### config.mk
export PLATFORM = sky130hd
export DESIGN_NAME = pll_lock_monitor
export DESIGN_NICKNAME = d
export VERILOG_FILES = /design/src/rtl/pll_lock_monitor.sv
export SDC_FILE = /design/constraint.sdc
export NUM_CORES = 1
export LEC_CHECK = 0
export ABC_AREA = 1
export CAP_MARGIN = 20
export CORE_ASPECT_RATIO = 0.9
export CORE_MARGIN = 2
export CORE_UTILIZATION = 45
export DETAILED_ROUTE_END_ITERATION = 10
export MAX_ROUTING_LAYER = met4
export SYNTH_ARGS = -nofsm -noshare
export SYNTH_HDL_FRONTEND = slang
export SYNTH_SLANG_ARGS = --single-unit
### constraint.sdc
create_clock -name in_clk -period 2.2 [get_ports in_clk]
set_input_delay 0.44 -clock in_clk [delete_from_list [all_inputs] [get_ports in_clk]]
set_output_delay 0.44 -clock in_clk [all_outputs]
set_load 0.02 [all_outputs]
### src/rtl/pll_lock_monitor.sv
// PLL lock supervisor: requests configuration, waits for a debounced lock-detect, retries with holdoff.
// Optional macro PLL_LD_SYNC_EN adds a two-flop synchronizer on in_ld.
module pll_lock_monitor #(
  parameter int unsigned P_DEBOUNCE     = 16,
  parameter int unsigned P_LOCK_TIMEOUT = 1000000,
  parameter int unsigned P_MAX_RETRY    = 4,
  parameter int unsigned P_HOLDOFF      = 1024
) (
  input  logic       in_clk,
  input  logic       in_rst,
  input  logic       in_ld,
  input  logic       in_cfg_done,
  input  logic       in_clear,
  output logic       out_cfg_start,
  output logic       out_locked,
  output logic       out_lock_lost,
  output logic       out_fail,
  output logic [7:0] out_retry_cnt
);

  localparam logic [7:0]  DEB_LAST  = 8'(P_DEBOUNCE - 1);
  localparam logic [7:0]  MAX_RETRY = 8'(P_MAX_RETRY);
  localparam logic [31:0] TMO_LOAD  = (P_LOCK_TIMEOUT == 0) ? 32'd0 : 32'(P_LOCK_TIMEOUT - 1);
  localparam logic [31:0] HOLD_LOAD = (P_HOLDOFF == 0) ? 32'd0 : 32'(P_HOLDOFF - 1);

  typedef enum logic [2:0] {
    S_IDLE, S_START, S_WAIT_CFG, S_WAIT_LOCK, S_LOCKED, S_HOLDOFF, S_FAIL
  } state_t;

  logic ld_s;

`ifdef PLL_LD_SYNC_EN
  logic [1:0] sync_q;
  always_ff @(posedge in_clk) begin
    if (in_rst) sync_q <= 2'b00;
    else        sync_q <= {sync_q[0], in_ld};
  end
  assign ld_s = sync_q[1];
`else
  assign ld_s = in_ld;
`endif

  logic       ld_filt_q, ld_filt_d;
  logic [7:0] deb_cnt_q, deb_cnt_d;

  // Filtered value flips on the P_DEBOUNCE-th consecutive differing sample.
  always_comb begin
    ld_filt_d = ld_filt_q;
    deb_cnt_d = 8'd0;
    if (ld_s != ld_filt_q) begin
      if (deb_cnt_q == DEB_LAST) ld_filt_d = ~ld_filt_q;
      else                       deb_cnt_d = deb_cnt_q + 8'd1;
    end
  end

  state_t      state_q, state_d;
  logic [31:0] tmo_q, tmo_d;
  logic [31:0] hold_q, hold_d;
  logic [7:0]  retry_q, retry_d;
  logic        lost_q, lost_d;

  always_comb begin
    state_d = state_q;
    tmo_d   = tmo_q;
    hold_d  = hold_q;
    retry_d = retry_q;
    lost_d  = lost_q;
    if (in_clear) lost_d = 1'b0;
    case (state_q)
      S_IDLE: begin
        retry_d = 8'd0;
        state_d = S_START;
      end
      S_START: state_d = S_WAIT_CFG;
      S_WAIT_CFG: begin
        if (in_cfg_done) begin
          tmo_d   = TMO_LOAD;
          state_d = S_WAIT_LOCK;
        end
      end
      S_WAIT_LOCK: begin
        if (ld_filt_q) begin
          state_d = S_LOCKED;
        end else if (tmo_q == 32'd0) begin
          if (retry_q >= MAX_RETRY) begin
            state_d = S_FAIL;
          end else begin
            hold_d  = HOLD_LOAD;
            state_d = S_HOLDOFF;
          end
        end else begin
          tmo_d = tmo_q - 32'd1;
        end
      end
      S_LOCKED: begin
        // Lock-loss set overrides a simultaneous clear.
        if (!ld_filt_q) begin
          lost_d  = 1'b1;
          retry_d = 8'd0;
          hold_d  = HOLD_LOAD;
          state_d = S_HOLDOFF;
        end
      end
      S_HOLDOFF: begin
        if (hold_q == 32'd0) state_d = S_START;
        else                 hold_d  = hold_q - 32'd1;
      end
      S_FAIL: begin
        if (in_clear) state_d = S_IDLE;
      end
      default: state_d = S_IDLE;
    endcase
    // Count the attempt on entry so the count is visible alongside the start pulse.
    if (state_d == S_START && state_q != S_START)
      retry_d = (retry_d == 8'hFF) ? 8'hFF : retry_d + 8'd1;
  end

  always_ff @(posedge in_clk) begin
    if (in_rst) begin
      state_q   <= S_IDLE;
      ld_filt_q <= 1'b0;
      deb_cnt_q <= 8'd0;
      tmo_q     <= 32'd0;
      hold_q    <= 32'd0;
      retry_q   <= 8'd0;
      lost_q    <= 1'b0;
    end else begin
      state_q   <= state_d;
      ld_filt_q <= ld_filt_d;
      deb_cnt_q <= deb_cnt_d;
      tmo_q     <= tmo_d;
      hold_q    <= hold_d;
      retry_q   <= retry_d;
      lost_q    <= lost_d;
    end
  end

  assign out_cfg_start = (state_q == S_START);
  assign out_locked    = (state_q == S_LOCKED);
  assign out_fail      = (state_q == S_FAIL);
  assign out_lock_lost = lost_q;
  assign out_retry_cnt = retry_q;

endmodule

==> insert_results.sql, run 1 <==
INSERT INTO impl_metrics (metric_group, metric, value, unit) VALUES
('worst_setup_path', 'worst-setup-path-type', 'flop to output port', ''),
('sta', 'clock-skew-final', '0.006205', 'ns'),
('placed_design', 'io_buffers', '16', ''),
('power', 'p_int', '4.893', 'mW'),
('synthesis', 'number_of_flops_mapped_to_enable_cells_by_yosys', '0', ''),
('clock_tree', 'htree_num_levels', '3', ''),
('sta', 'timing.hold.ws', '0.4471', 'ns'),
('layout', 'nets', '845', ''),
('layout', 'final_layout_size_suffix_gt1_share', '11.30', '%'),
('synthesis', 'avgSynthCellArea', '6.431', 'sq um'),
('synthesis', 'ys_seq_area_share', '32.50', '%'),
('power', 'power.sequential.fraction', '20.7', '%'),
('min_path', 'holdCritPathClass', 'flop to flop', ''),
('outcome', 'run_status', 'complete, no violations', ''),
('synthesis', 'synth-main-ff-cell', 'sky130_fd_sc_hd__dfxtp_1', ''),
('layout', 'areaGrowthSynthToFinish', '14.03', '%'),
('drt', 'antenna_left', '0', ''),
('power', 'peakVddDrop', '0.7966', 'mV'),
('sta', 'min_period', '2.108', 'ns'),
('worst_setup_path', 'crit_path_top_delay_cell', 'sky130_fd_sc_hd__clkdlybuf4s50_1', ''),
('sta', 'tightestPinTransition', '0.5364', 'ns'),
('placed_design', 'globalplace.congestion', '0.9199', ''),
('global_route', 'grt_pass1_vias', '4603', ''),
('worst_setup_path', 'timing.critical_path.slowest_cell_delay', '0.65', 'ns'),
('die', 'rows', '37', ''),
('power', 'power.density_cell_area', '1634', 'nW/um^2'),
('drt', 'detail_route.drc_violations', '0', ''),
('synthesis', 'netlist_area', '5235', 'sq um'),
('global_route', 'grt_start_max_net_pins', '48', ''),
('worst_setup_path', 'timing.reg2reg.setup_slack', '0.16', 'ns'),
('power', 'power.clock.fraction', '15.2', '%'),
('sta', 'grt_setup_unrepaired', 'false', ''),
('power', 'power.net_switching', '4.860', 'mW'),
('drt', 'viasPerCell', '5.183', ''),
('synthesis', 'mappedNetlistNets', '823', ''),
('global_route', 'grt_overflow', '0', ''),
('synthesis', 'synth_cell_types', '36', ''),
('synthesis', 'synth_adder_area_share', '0.9560', '%'),
('synthesis', 'ranking_of_synthesized_cells_by_instance_count', '208 x sky130_fd_sc_hd__nand2_1, 172 x sky130_fd_sc_hd__nor2_1, 85 x sky130_fd_sc_hd__dfxtp_1', ''),
('sta', 'setup_total_negative_slack', '0', 'ns'),
('clock_tree', 'ctsLongestPathBuffers', '2', ''),
('synthesis', 'number_of_instances_in_the_synthesized_netlist', '814', ''),
('power', 'logic_pwr_share', '64.2', '%'),
('global_route', 'global_route_wire_length_before_repair', '22540', 'um'),
('synthesis', 'synth.mux.area_fraction', '0', '%'),
('global_route', 'global_route_usage_over_all_layers', '22.90', '%'),
('die', 'die_width', '117.7', 'um'),
('clock_tree', 'cts_tree', 'built', ''),
('die', 'floorplan.die_area', '12510', 'sq um'),
('power', 'power.share.switching', '49.83', '%'),
('synthesis', 'post_synth_and_or_nand_nor_area_fraction', '41.40', '%'),
('sta', 'timing_hold_violations_final', '0', ''),
('drt', 'drt-initial-drc-count', '444', ''),
('synthesis', 'ys_ff_latch', '85', ''),
('worst_setup_path', 'critical_path.startpoint_type', 'flop', ''),
('die', 'initial_core_util', '45.97', '%'),
('synthesis', 'synth_async_sr_flop_share', '0', '%'),
('sta', 'timing.max_slew.rel_slack', '64.24', '%'),
('synthesis', 'synth_top_area_share', '32.50', '%'),
('clock_tree', 'cts.hold.buffers_added', '0', ''),
('worst_setup_path', 'timing.critical_path.required', '1.76', 'ns'),
('drt', 'drt-wirelength-per-cell', '13.84', 'um'),
('die', 'boundaryPins', '17', ''),
('synthesis', 'main_combinational_cell_family_by_area_after_synthesis', 'simple AND/OR/NAND/NOR gates', ''),
('clock_tree', 'numCtsBuffers', '9', ''),
('worst_setup_path', 'worstSetupEndpointType', 'output port', ''),
('sta', 'portion_of_the_clock_cycle_consumed_by_the_worst_path_in_the_final_layout', '95.83', '%'),
('layout', 'layout_utilization', '52.42', '%'),
('sta', 'clock.fmax', '0.4743', 'GHz'),
('synthesis', 'area_contributors_post_synth', 'sky130_fd_sc_hd__dfxtp_1 33%, sky130_fd_sc_hd__nand2_1 15%, sky130_fd_sc_hd__nor2_1 12%, sky130_fd_sc_hd__a21oi_1 6.2%, sky130_fd_sc_hd__xor2_1 5.9%', ''),
('worst_setup_path', 'crit_path_cell_trace', 'inv_2 > nor3_1 > clkdlybuf4s50_1', '');
## final timing paths
kind,depth (start not counted),to,start
setup / recovery,3,out_cfg_start,state_q[0]
hold / removal,1,deb_cnt_q[0],deb_cnt_q[0]
setup reg to reg,13,out_retry_cnt[6],ld_filt_q
hold reg to reg,1,deb_cnt_q[0],deb_cnt_q[0]
## timing repair
| action | in CTS | in global routing |
|---|---|---|
| buffers inserted | 0 | 2 |
| pin swaps | 0 | 3 |
| endpoints found under the setup margin | 1 | 40 |
| cloned | 0 | 1 |
| resized for setup | 1 | 13 |
## placed cells by master (no fill, tap or decap), drive strengths merged, types with 19 or more instances in the layout
cell	count
a21oi	68
o21ai	22
buf	20
nor2	186
dfxtp	85
nand4	19
nand3	59
inv	45
nand2	217
xnor2	20
xor2	35
## registers in the layout, summed over array words and instances (netlist names)
name / count
deb_cnt_q: 8
hold_q: 32
ld_filt_q: 1
out_lock_lost: 1
out_retry_cnt: 8
state_q: 3
tmo_q: 32
## metrics by stage
stage          cell area [sq um]  power, mW  setup WS [ns]  cells
2_1_floorplan               5235      6.649         0.3180    814
3_3_place_gp                5600      8.064         0.1041    978
3_5_place_dp                5600      8.051        0.07776    978
4_1_cts                     5886      9.575       0.006060    994
5_1_grt                     5969      10.61        0.01560    997
6_report                    5969      9.753        0.09169    997
## layer usage
metal	up-vias	track usage, %	routed length (um)
li1	2672	-	-
met3	12	6.384	899
met5	-	-	0
met1	2356	32.48	6980
met2	127	32.02	5789
met4	0	5.594	131
## worst max-delay path: cells and delay by family, from the launching register on
kind / cells / cell delay [ns]
DFF: 1 / 0.42
and+or+nand+nor: 1 / 0.20
buffers and inverters: 2 / 0.70
## power by group through the flow
| stage | registers, mW | clock network (mW) | logic (mW) |
|---|---|---|---|
| 2_1_floorplan | 2.02 | 0 | 4.63 |
| 3_3_place_gp | 2.03 | 0 | 6.03 |
| 3_5_place_dp | 2.04 | 0 | 6.01 |
| 4_1_cts | 2.00 | 1.52 | 6.05 |
| 5_1_grt | 2.04 | 1.59 | 6.99 |
| 6_report | 2.01 | 1.48 | 6.26 |
## kinds of logic (layout without fill, tap and decap cells)
logic type | Yosys count | after routing
simple gates | 504 | 504
compound gates | 96 | 96
flops | 85 | 85
buf+inv | 70 | 97
xor+xnor | 55 | 55
fa+ha+maj | 4 | 4
## cell type report
cell class | instances | area, sq um
Tap cell | 156 | 195.2
Fill cell | 1184 | 5419
Inverter | 45 | 173.9
Timing Repair Buffer | 36 | 337.8
Clock buffer | 9 | 225.2
Multi-Input combinational cell | 659 | 3272
Sequential cell | 85 | 1707
Clock inverter | 7 | 58.81
No activity file was read; power rests on OpenSTA's default activity.
==> run 2, diff against run 1 <==
==> constraint.sdc (replaced) <==
create_clock -name in_clk -period 2.2 [get_ports in_clk]
set_input_delay 0.44 -clock in_clk [delete_from_list [all_inputs] [get_ports in_clk]]
set_output_delay 0.44 -clock in_clk [all_outputs]
set_load 0.005 [all_outputs]
==> run 2 against run 1 <==
Effect of this change: sequential power is essentially flat; register-to-register slack improved by 0.02 ns; clock skew is essentially flat; first-iteration DRC count fell by 9.7%; final area hardly changed; core utilization hardly changed; via count grew 0.31%; maximum frequency hardly changed; largest cell class unchanged; critical path type unchanged; sequential cell count did not move.
==> insert_results.sql, run 2 (same netlist as run 1, synthesis figures left out) <==
INSERT INTO impl_metrics (metric_group, metric, value, unit) VALUES
('outcome', 'run_status', 'complete, no violations', ''),
('power', 'power.density_cell_area', '1634', 'nW/um^2'),
('power', 'power_leakage', '2.649', 'nW'),
('die', 'floorplan.die_area', '12510', 'sq um'),
('sta', 'clock-skew-final', '0.006476', 'ns'),
('global_route', 'grt_start_max_net_pins', '48', ''),
('drt', 'antenna_left', '0', ''),
('global_route', 'number_of_antenna_violations_at_the_first_check_in_global_routing', '0', ''),
('placed_design', 'dp_hpwl', '9947', 'um'),
('placed_design', 'place_worst_setup_slack', '0.07776', 'ns'),
('worst_setup_path', 'timing.critical_path.required', '1.76', 'ns'),
('sta', 'grt_setup_unrepaired', 'false', ''),
('placed_design', 'io_buffers', '16', ''),
('sta', 'report.final.slew_viol_count', '0', ''),
('drt', 'firstDrtPassIters', '5', ''),
('drt', 'detail_route.drc_violations', '0', ''),
('drt', 'num_vias', '5183', ''),
('drt', 'drt-wirelength-per-cell', '13.76', 'um'),
('worst_setup_path', 'timing.reg2reg.setup_slack', '0.18', 'ns'),
('clock_tree', 'ctsLongestPathBuffers', '2', ''),
('global_route', 'grt.met2_usage', '31.81', '%'),
('drt', 'drt-initial-drc-count', '401', ''),
('layout', 'top_regs', 'hold_q: 32 flops, tmo_q: 32 flops', ''),
('clock_tree', 'worst_skew_pair.late_latency', '0.36', 'ns'),
('power', 'power.clock.fraction', '15.1', '%'),
('sta', 'setup_slack', '0.09347', 'ns'),
('die', 'die_height', '106.3', 'um'),
('global_route', 'use_met3', '6.384', '%'),
('sta', 'timing.final.setup_violations', '0', ''),
('drt', 'drt-total-wl', '13740', 'um'),
('flow_run', 'maxCapViolations', '0', ''),
('die', 'core_area', '11390', 'sq um'),
('placed_design', 'dpl.cell_count', '978', ''),
('power', 'logic_pwr_share', '64.3', '%'),
('worst_setup_path', 'worst-setup-path-type', 'flop to output port', ''),
('layout', 'nets', '847', ''),
('layout', 'areaGrowthSynthToFinish', '14.05', '%'),
('clock_tree', 'cts.clk_slew.worst_paths', '0.07', 'ns'),
('clock_tree', 'cts_tree', 'built', ''),
('global_route', 'grt_overflow', '0', ''),
('global_route', 'grt_pass1_vias', '4599', ''),
('layout', 'layout.cells.most_common_list', '208 x sky130_fd_sc_hd__nand2_1, 170 x sky130_fd_sc_hd__nor2_1, 83 x sky130_fd_sc_hd__dfxtp_1', ''),
('worst_setup_path', 'critical_path.startpoint_type', 'flop', ''),
('die', 'die_width', '117.7', 'um'),
('sta', 'portion_of_the_clock_cycle_consumed_by_the_worst_path_in_the_final_layout', '95.75', '%'),
('clock_tree', 'cts_sinks', '85', ''),
('sta', 'tightestPinTransition', '0.5416', 'ns'),
('die', 'initial_core_util', '45.97', '%'),
('min_path', 'holdCritPathClass', 'flop to flop', ''),
('power', 'power.share.switching', '49.24', '%'),
('global_route', 'global_route.peak_usage_layer', 'met1', ''),
('power', 'p_int', '4.953', 'mW'),
('layout', 'most_frequent_standard_cell_in_the_layout_excluding_fill_and_tap_cells', 'sky130_fd_sc_hd__nand2_1', ''),
('sta', 'clock.fmax', '0.4747', 'GHz'),
('sta', 'timing.max_slew.rel_slack', '63.90', '%'),
('die', 'rows', '37', ''),
('layout', 'layoutNonFillerInstCount', '999', ''),
('global_route', 'use_met1', '32.52', '%'),
('global_route', 'global_route_wire_length_before_repair', '22500', 'um'),
('power', 'power.net_switching', '4.804', 'mW'),
('power', 'peakVddDrop', '0.7969', 'mV'),
('power', 'power.sequential.fraction', '20.6', '%'),
('drt', 'viasPerCell', '5.188', ''),
('worst_setup_path', 'arr_time_crit_path', '1.67', 'ns'),
('sta', 'min_period', '2.107', 'ns'),
('worst_setup_path', 'timing.critical_path.fanout_max', '5', ''),
('sta', 'timing_hold_violations_final', '0', ''),
('layout', 'layout_utilization', '52.43', '%'),
('clock_tree', 'htree_num_levels', '3', ''),
('layout', 'antenna_cells_inserted', '0', ''),
('die', 'boundaryPins', '17', ''),
('placed_design', 'post_dp_cell_area', '5600', 'sq um'),
('layout', 'final_layout_size_suffix_gt1_share', '11.27', '%'),
('worst_setup_path', 'worstSetupEndpointType', 'output port', ''),
('sta', 'timing.hold.ws', '0.4471', 'ns'),
('sta', 'setup_total_negative_slack', '0', 'ns'),
('clock_tree', 'numCtsBuffers', '9', ''),
('clock_tree', 'cts.root.buffer_cell', 'sky130_fd_sc_hd__clkbuf_16', ''),
('placed_design', 'globalplace.congestion', '0.9199', ''),
('global_route', 'global_route_usage_over_all_layers', '22.86', '%'),
('power', 'finalPower', '9.757', 'mW'),
('layout', 'design_area', '5971', 'sq um');
-- run 2: cell types whose count changed in the layout (fill, tap and decap cells not counted), sizes merged --
cell / delta
buf: +2
clkdlybuf4s50: +1
dlymetal6s2s: -1
-- run 2: repair_timing --
item,in CTS,in global routing
gates resized for setup,0,10
setup endpoints to repair,0,38
endpoints found under the hold margin,0,0
hold buffers,0,0
setup buffers,0,4
-- run 2: worst paths after layout --
| kind | end | depth (start not counted) | start |
|---|---|---|---|
| setup / recovery | out_cfg_start | 3 | state_q[0] |
| hold / removal | deb_cnt_q[0] | 1 | deb_cnt_q[0] |
| setup reg to reg | out_retry_cnt[6] | 11 | ld_filt_q |
| hold reg to reg | deb_cnt_q[0] | 1 | deb_cnt_q[0] |
-- run 2: final cells by class --
class,instances,area (sq um)
Clock buffer,9,225.2
Fill cell,1188,5418
Timing Repair Buffer,38,350.3
Tap cell,156,195.2
Inverter,45,173.9
Clock inverter,7,58.81
Sequential cell,85,1704
Multi-Input combinational cell,659,3263
-- run 2: worst max-delay path, cell delays in order (launching register included) --
cell	delay, ns
sky130_fd_sc_hd__dfxtp_1	0.50
sky130_fd_sc_hd__inv_2	0.06
sky130_fd_sc_hd__nor3_1	0.20
sky130_fd_sc_hd__clkdlybuf4s50_1	0.55
-- run 2: layer usage --
metal / vias to the layer above / wire length (um) / share of wire (%)
met1: 2352 / 6876 / 50
met5: - / 0 / 0
met3: 12 / 1021 / 7.4
met2: 147 / 5712 / 42
met4: 0 / 133 / 0.97
li1: 2672 / - / -
-- run 2: power by group through the flow --
stage	clock network, mW	logic (mW)	registers (mW)
6_report	1.48	6.27	2.01
5_1_grt	1.59	7.02	2.04
4_1_cts	1.52	6.00	2.00
3_5_place_dp	0	5.97	2.04
3_3_place_gp	0	5.98	2.03
2_1_floorplan	0	4.62	1.98
